File: config.mk
export PLATFORM = sky130hd
export DESIGN_NAME = series_cu
export DESIGN_NICKNAME = d
export VERILOG_FILES = /design/src/rtl/series_cu_pkg.sv /design/src/rtl/series_cnt.sv /design/src/rtl/series_cu.sv
export SDC_FILE = /design/constraint.sdc
export NUM_CORES = 1
export LEC_CHECK = 0
export CORE_MARGIN = 2
export CORE_UTILIZATION = 47
export DETAILED_ROUTE_END_ITERATION = 16
export PLACE_DENSITY_LB_ADDON = 0.1
export SLEW_MARGIN = 20
export SYNTH_ARGS = -nofsm -noshare
export SYNTH_HDL_FRONTEND = slang
export SYNTH_SLANG_ARGS = --single-unit
File: constraint.sdc
create_clock -name i_clk -period 3.1 [get_ports i_clk]
set_input_delay 0.93 -clock i_clk [delete_from_list [all_inputs] [get_ports i_clk]]
set_output_delay 0.93 -clock i_clk [all_outputs]
set_load 0.02 [all_outputs]
File: src/rtl/series_cu_pkg.sv
// Shared types for the power-series controller: state encoding and a latency helper.
package series_cu_pkg;

  typedef enum logic [2:0] {
    IDLE = 3'd0,
    INIT = 3'd1,
    ADD  = 3'd2,
    MUL  = 3'd3,
    LD   = 3'd4,
    DONE = 3'd5
  } state_t;

  // Edges from the start-sampling edge to the edge that enters DONE.
  function automatic int series_latency(input int n_terms, input int mul_lat);
    return 1 + n_terms + (n_terms - 1) * (mul_lat + 1);
  endfunction

endpackage

File: src/rtl/series_cnt.sv
// Up-counter with synchronous clear (priority over enable) and terminal-count flag.
module series_cnt #(
  parameter int W   = 4,
  parameter int MAX = 7
) (
  input  logic         i_clk,
  input  logic         i_rst_n,
  input  logic         i_clr,
  input  logic         i_en,
  output logic [W-1:0] o_cnt,
  output logic         o_tc
);

  logic [W-1:0] r_cnt;

  always_ff @(posedge i_clk or negedge i_rst_n) begin
    if (!i_rst_n) begin
      r_cnt <= '0;
    end else if (i_clr) begin
      r_cnt <= '0;
    end else if (i_en) begin
      r_cnt <= r_cnt + W'(1);
    end
  end

  assign o_cnt = r_cnt;
  assign o_tc  = (r_cnt == W'(MAX));

endmodule

File: src/rtl/series_cu.sv
// Power-series evaluator controller: term counter k, multiplier wait counter m, start/busy/valid.
// Define SERIES_CU_EARLY_EXIT_EN to finish early when the term register reads zero in ADD.
//
// state | meaning
// IDLE  | waiting for start
// INIT  | load x, term=1, clear accumulator, k<-0
// ADD   | accumulate term k; last term or early exit goes to DONE
// MUL   | wait MUL_LAT cycles for the product
// LD    | load product into term register, k++
// DONE  | one-cycle valid pulse
module series_cu
  import series_cu_pkg::*;
#(
  parameter int N_TERMS = 8,
  parameter int MUL_LAT = 1,
  localparam int CNT_W  = $clog2(N_TERMS + 1)
) (
  input  logic             i_clk,
  input  logic             i_rst_n,
  input  logic             i_start,
  input  logic             i_term_zero,
  output logic             o_ldX,
  output logic             o_ldTmp,
  output logic             o_selTmp,
  output logic             o_clrAcc,
  output logic             o_ldAcc,
  output logic [CNT_W-1:0] o_addr,
  output logic             o_busy,
  output logic             o_valid
);

  localparam int M_W = (MUL_LAT < 2) ? 1 : $clog2(MUL_LAT);

  state_t             r_state;
  state_t             w_nxt;
  logic [CNT_W-1:0]   w_k;
  logic [CNT_W-1:0]   w_k_inc;
  logic [M_W-1:0]     w_m;
  logic               w_k_tc;
  logic               w_m_tc;
  logic               w_exit;
  logic [CNT_W-1:0]   w_addr_nxt;

  logic               r_ldX;
  logic               r_ldTmp;
  logic               r_selTmp;
  logic               r_clrAcc;
  logic               r_ldAcc;
  logic [CNT_W-1:0]   r_addr;
  logic               r_busy;
  logic               r_valid;

  // k is also cleared leaving DONE so IDLE and INIT present address 0.
  series_cnt #(.W(CNT_W), .MAX(N_TERMS - 1)) u_k_cnt (
    .i_clk   (i_clk),
    .i_rst_n (i_rst_n),
    .i_clr   ((r_state == INIT) || (r_state == DONE)),
    .i_en    (r_state == LD),
    .o_cnt   (w_k),
    .o_tc    (w_k_tc)
  );

  series_cnt #(.W(M_W), .MAX(MUL_LAT - 1)) u_m_cnt (
    .i_clk   (i_clk),
    .i_rst_n (i_rst_n),
    .i_clr   (r_state == ADD),
    .i_en    ((r_state == MUL) && !w_m_tc),
    .o_cnt   (w_m),
    .o_tc    (w_m_tc)
  );

`ifdef SERIES_CU_EARLY_EXIT_EN
  assign w_exit = w_k_tc | i_term_zero;
`else
  logic w_unused_term_zero;
  assign w_unused_term_zero = i_term_zero;
  assign w_exit = w_k_tc;
`endif

  logic [M_W-1:0] w_unused_m;
  assign w_unused_m = w_m;

  assign w_k_inc = w_k + CNT_W'(1);

  always_comb begin
    w_nxt = r_state;
    case (r_state)
      IDLE:    if (i_start) w_nxt = INIT;
      INIT:    w_nxt = ADD;
      ADD:     w_nxt = w_exit ? DONE : MUL;
      MUL:     if (w_m_tc) w_nxt = LD;
      LD:      w_nxt = ADD;
      DONE:    w_nxt = IDLE;
      default: w_nxt = IDLE;
    endcase
  end

  // Address the state being entered will show, using the k value it will hold.
  always_comb begin
    w_addr_nxt = '0;
    case (w_nxt)
      MUL, LD: w_addr_nxt = w_k_inc;
      ADD:     w_addr_nxt = (r_state == LD) ? w_k_inc : '0;
      DONE:    w_addr_nxt = w_k;
      default: w_addr_nxt = '0;
    endcase
  end

  // Outputs are registered from the next state so they line up with r_state.
  always_ff @(posedge i_clk or negedge i_rst_n) begin
    if (!i_rst_n) begin
      r_state  <= IDLE;
      r_ldX    <= 1'b0;
      r_ldTmp  <= 1'b0;
      r_selTmp <= 1'b0;
      r_clrAcc <= 1'b0;
      r_ldAcc  <= 1'b0;
      r_addr   <= '0;
      r_busy   <= 1'b0;
      r_valid  <= 1'b0;
    end else begin
      r_state  <= w_nxt;
      r_ldX    <= (w_nxt == INIT);
      r_ldTmp  <= (w_nxt == INIT) || (w_nxt == LD);
      r_selTmp <= (w_nxt == INIT);
      r_clrAcc <= (w_nxt == INIT);
      r_ldAcc  <= (w_nxt == ADD);
      r_addr   <= w_addr_nxt;
      r_busy   <= (w_nxt == INIT) || (w_nxt == ADD) || (w_nxt == MUL) || (w_nxt == LD);
      r_valid  <= (w_nxt == DONE);
    end
  end

  assign o_ldX    = r_ldX;
  assign o_ldTmp  = r_ldTmp;
  assign o_selTmp = r_selTmp;
  assign o_clrAcc = r_clrAcc;
  assign o_ldAcc  = r_ldAcc;
  assign o_addr   = r_addr;
  assign o_busy   = r_busy;
  assign o_valid  = r_valid;

endmodule

==> results_dict.tcl <==
set metrics [dict create \
    cts_tree "built" \
    skew_ns 0.007752 \
    ant_nets 0 \
    p_seq_frac 0.447 \
    cts_max_level 1 \
    fin_tns_setup_ns 0 \
    cts_buffer_depth 2 \
    dieWidth_um 46.14 \
    cts_root_buffer "clkbuf_4" \
    synthCells 82 \
    drc 0 \
    cts_resized 0 \
    setup_viol 0 \
    power_w 0.0008763 \
    cts_made_buffers 3 \
    internal_power_w 0.0005183 \
    synth_seq_cells 17 \
    drt_iter0_markers 10 \
    clkPwrFrac 0.135 \
    rows 15 \
    p_sw_w 0.0003579 \
    die_area_um2 2129 \
    yosysTopAreaCellShare 0.5097 \
    fin_ws_ns 0.9009 \
    layout.nets 98 \
    critPathArrivalTime_ns 1.27 \
    start_util 0.4941 \
    drive_gt1_frac 0.06522 \
    finalCriticalPeriod_ns 2.199 \
    crit_start "o_clrAcc" \
    via_per_inst 5.826 \
    routed-via-count 635 \
    final-hold-violation-count 0 \
    cts_setup_buffers 0 \
    antenna_cells 0 \
    portBuffers 13 \
    power.density_nw_per_um2 907.2 \
    finalInstanceArea_um2 965.9 \
    core_area_um2 1689 \
    vdd_drop_max_v 0.0004830 \
    grt_first_pass_wirelength_mm 2.408 \
    insertion_delay_ns 0.29 \
    cp_top_family "buffers and inverters" \
    crit_fanout 3 \
    firstDrtPassIters 4 \
    avgSynthCellArea_um2 10.18 \
    synth_nets 87 \
    hpwlAfterDp_um 981.3 \
    critPathBufInv 1 \
    postCtsHoldBufs 0 \
    grt_overflow 0 \
    ioPinCount 15 \
    cp_cell_sequence "clkdlybuf4s50_1" \
    critPathSlowestCell "clkdlybuf4s50_1" \
    hold_class "register to register" \
    seq_area_frac_synth 0.5097 \
    synthDistinctLibCells 35 \
    p_comb_frac 0.418 \
    grt_pass1_vias 535 \
    fin_crit_sh 0.7094 \
    worst_pin_slew_ns 0.7371 \
    yosysTopAreaCell "dfrtp_1" \
    wirelength_mm 1.444 \
    grt_start_max_net_pins 20 \
    rr_startpoint "r_state[1]" \
    status "finished clean" \
    antenna_found_initial 0 \
    maxCapViolCount 0 \
    switching_share 0.4085 \
    dpl-instance-area_um2 939.7 \
    rsz0062_at_grt "false" \
    max_freq_ghz 0.4547 \
    routabilityCongestion 0.8181 \
    leakage_nw 0.4106 \
    final_max_slew_viol_count 0 \
    clk_pin_slew_ns 0.10 \
    clock-sinks 17 \
    start_kind "register" \
    synth_area_um2 834.6 \
    synth_area_leaders "dfrtp_1 51%, a21oi_1 3.0%, nand2_1 2.7%" \
    min_from "u_m_cnt.o_cnt" \
    wl_per_cell_um 13.25 \
    slew_headroom 0.5071 \
    worstPathRequired_ns 2.17 \
    end_kind "primary output" \
    crit_type "register to primary output" \
    max_stage_delay_ns 0.61 \
    area_growth_pct 15.74 \
    fill_cells 144 \
    dp_slack_ns 1.179 \
    yosys_warnings 0 \
    track_usage 0.1611 \
    fp.dieH_um 46.14 \
]
## synthesized netlist by cell type
cell type and instances:
nor2_1 5, a32oi_1 1, a31oi_1 1, o21ai_1 2
a21oi_2 1, nand3b_1 3, nand2_1 6, mux2i_1 1
a22oi_1 1, mux2_2 1, nand2b_1 2, and2b_1 1
and3b_1 1, o211ai_1 2, nor4b_1 2, and2_1 1
xnor2_1 1, and3_1 1, or2_1 1, nor3_1 1
o21bai_1 1, ha_1 1, buf_2 4, o21ai_0 4
or3b_4 1, nor3b_1 2, o22ai_1 2, inv_1 2
buf_6 1, nor2b_1 2, nand3_1 2, a21oi_1 5
buf_4 2, dfrtp_1 17, xor2_1 1
## area by class of cell
cell class | instances | area, um2 | share of cell area
Multi-Input combinational cell | 56 | 355.3 | 0.3679
Clock buffer | 4 | 26.28 | 0.02720
Inverter | 2 | 7.507 | 0.007772
Tap cell | 17 | 21.27 | 0.02202
Timing Repair Buffer | 13 | 130.1 | 0.1347
Sequential cell | 17 | 425.4 | 0.4404
## cell families (layout without fill, tap and decap cells)
group                    Yosys count  count (layout)  synth area share
AND/OR/NAND/NOR                   31              31            0.2189
AO/OA/AOI/OAI                     20              20            0.1454
flip-flops                        17              17            0.5097
buffers and inverters              9              19           0.06447
XOR/XNOR                           2               2           0.02099
multiplexers                       2               2           0.02549
adder cells (fa/ha/maj)            1               1           0.01499
## final timing paths
check | endpoint | slack [ns] | depth (start not counted)
min in group asynchronous | u_k_cnt.o_cnt[2] | 1.06 | 1
max in group asynchronous | o_ldAcc | 1.57 | 1
worst min-delay path | u_m_cnt.o_cnt | 0.54 | 1
worst max-delay path | o_ldX | 0.90 | 1
worst min register to register | u_m_cnt.o_cnt | 0.54 | 1
worst max register to register | o_addr[2] | 1.66 | 3
## layer usage
layer | vias to the layer above | share of wire | track usage
li1 | 309 | - | -
met1 | 300 | 0.49 | 0.2146
met2 | 21 | 0.43 | 0.2417
met3 | 5 | 0.054 | 0.03529
met4 | 0 | 0.023 | 0.08571
met5 | - | 0 | 0
## power groups by stage
stage | Combinational [W] | Clock [W] | Sequential, W
final | 0.000366 | 0.000119 | 0.000391
after global routing | 0.000406 | 0.000130 | 0.000405
after CTS | 0.000368 | 0.000119 | 0.000391
after detailed placement | 0.000367 | 0 | 0.000395
after global placement | 0.000360 | 0 | 0.000396
after floorplan | 0.000280 | 0 | 0.000374
## metrics by stage
step | instances | hold WS, ns | utilization
after floorplan | 82 | 0.4940 | -
final | 109 | 0.5417 | 0.5719
after global routing | 109 | 0.5979 | 0.5719
after CTS | 109 | 0.5481 | 0.5719
after detailed placement | 105 | 0.5268 | 0.5563
after global placement | 105 | 0.5207 | 0.5563
## cell usage in the layout, fill, tap and decap left out
cell type and count:
dfrtp_1 17, ha_1 1, nand3_1 2, nor4b_1 2, o21bai_1 1, a32oi_1 1
a21oi_1 5, xnor2_1 1, o22ai_1 2, o21ai_1 2, nand2b_1 2, nand2_1 6
xor2_1 1, and2b_1 1, nor2b_1 2, a31oi_1 1, nor2_1 5, clkbuf_1 1
or2_1 1, a22oi_1 1, and2_1 1, a21oi_2 1, inv_1 2, or3b_4 1
o211ai_1 2, mux2_2 1, and3_1 1, and3b_1 1, clkbuf_4 3, nor3_1 1
nand3b_1 3, clkdlybuf4s50_1 13, nor3b_1 2, mux2i_1 1, o21ai_0 4
(Power assumes the default switching activity.)
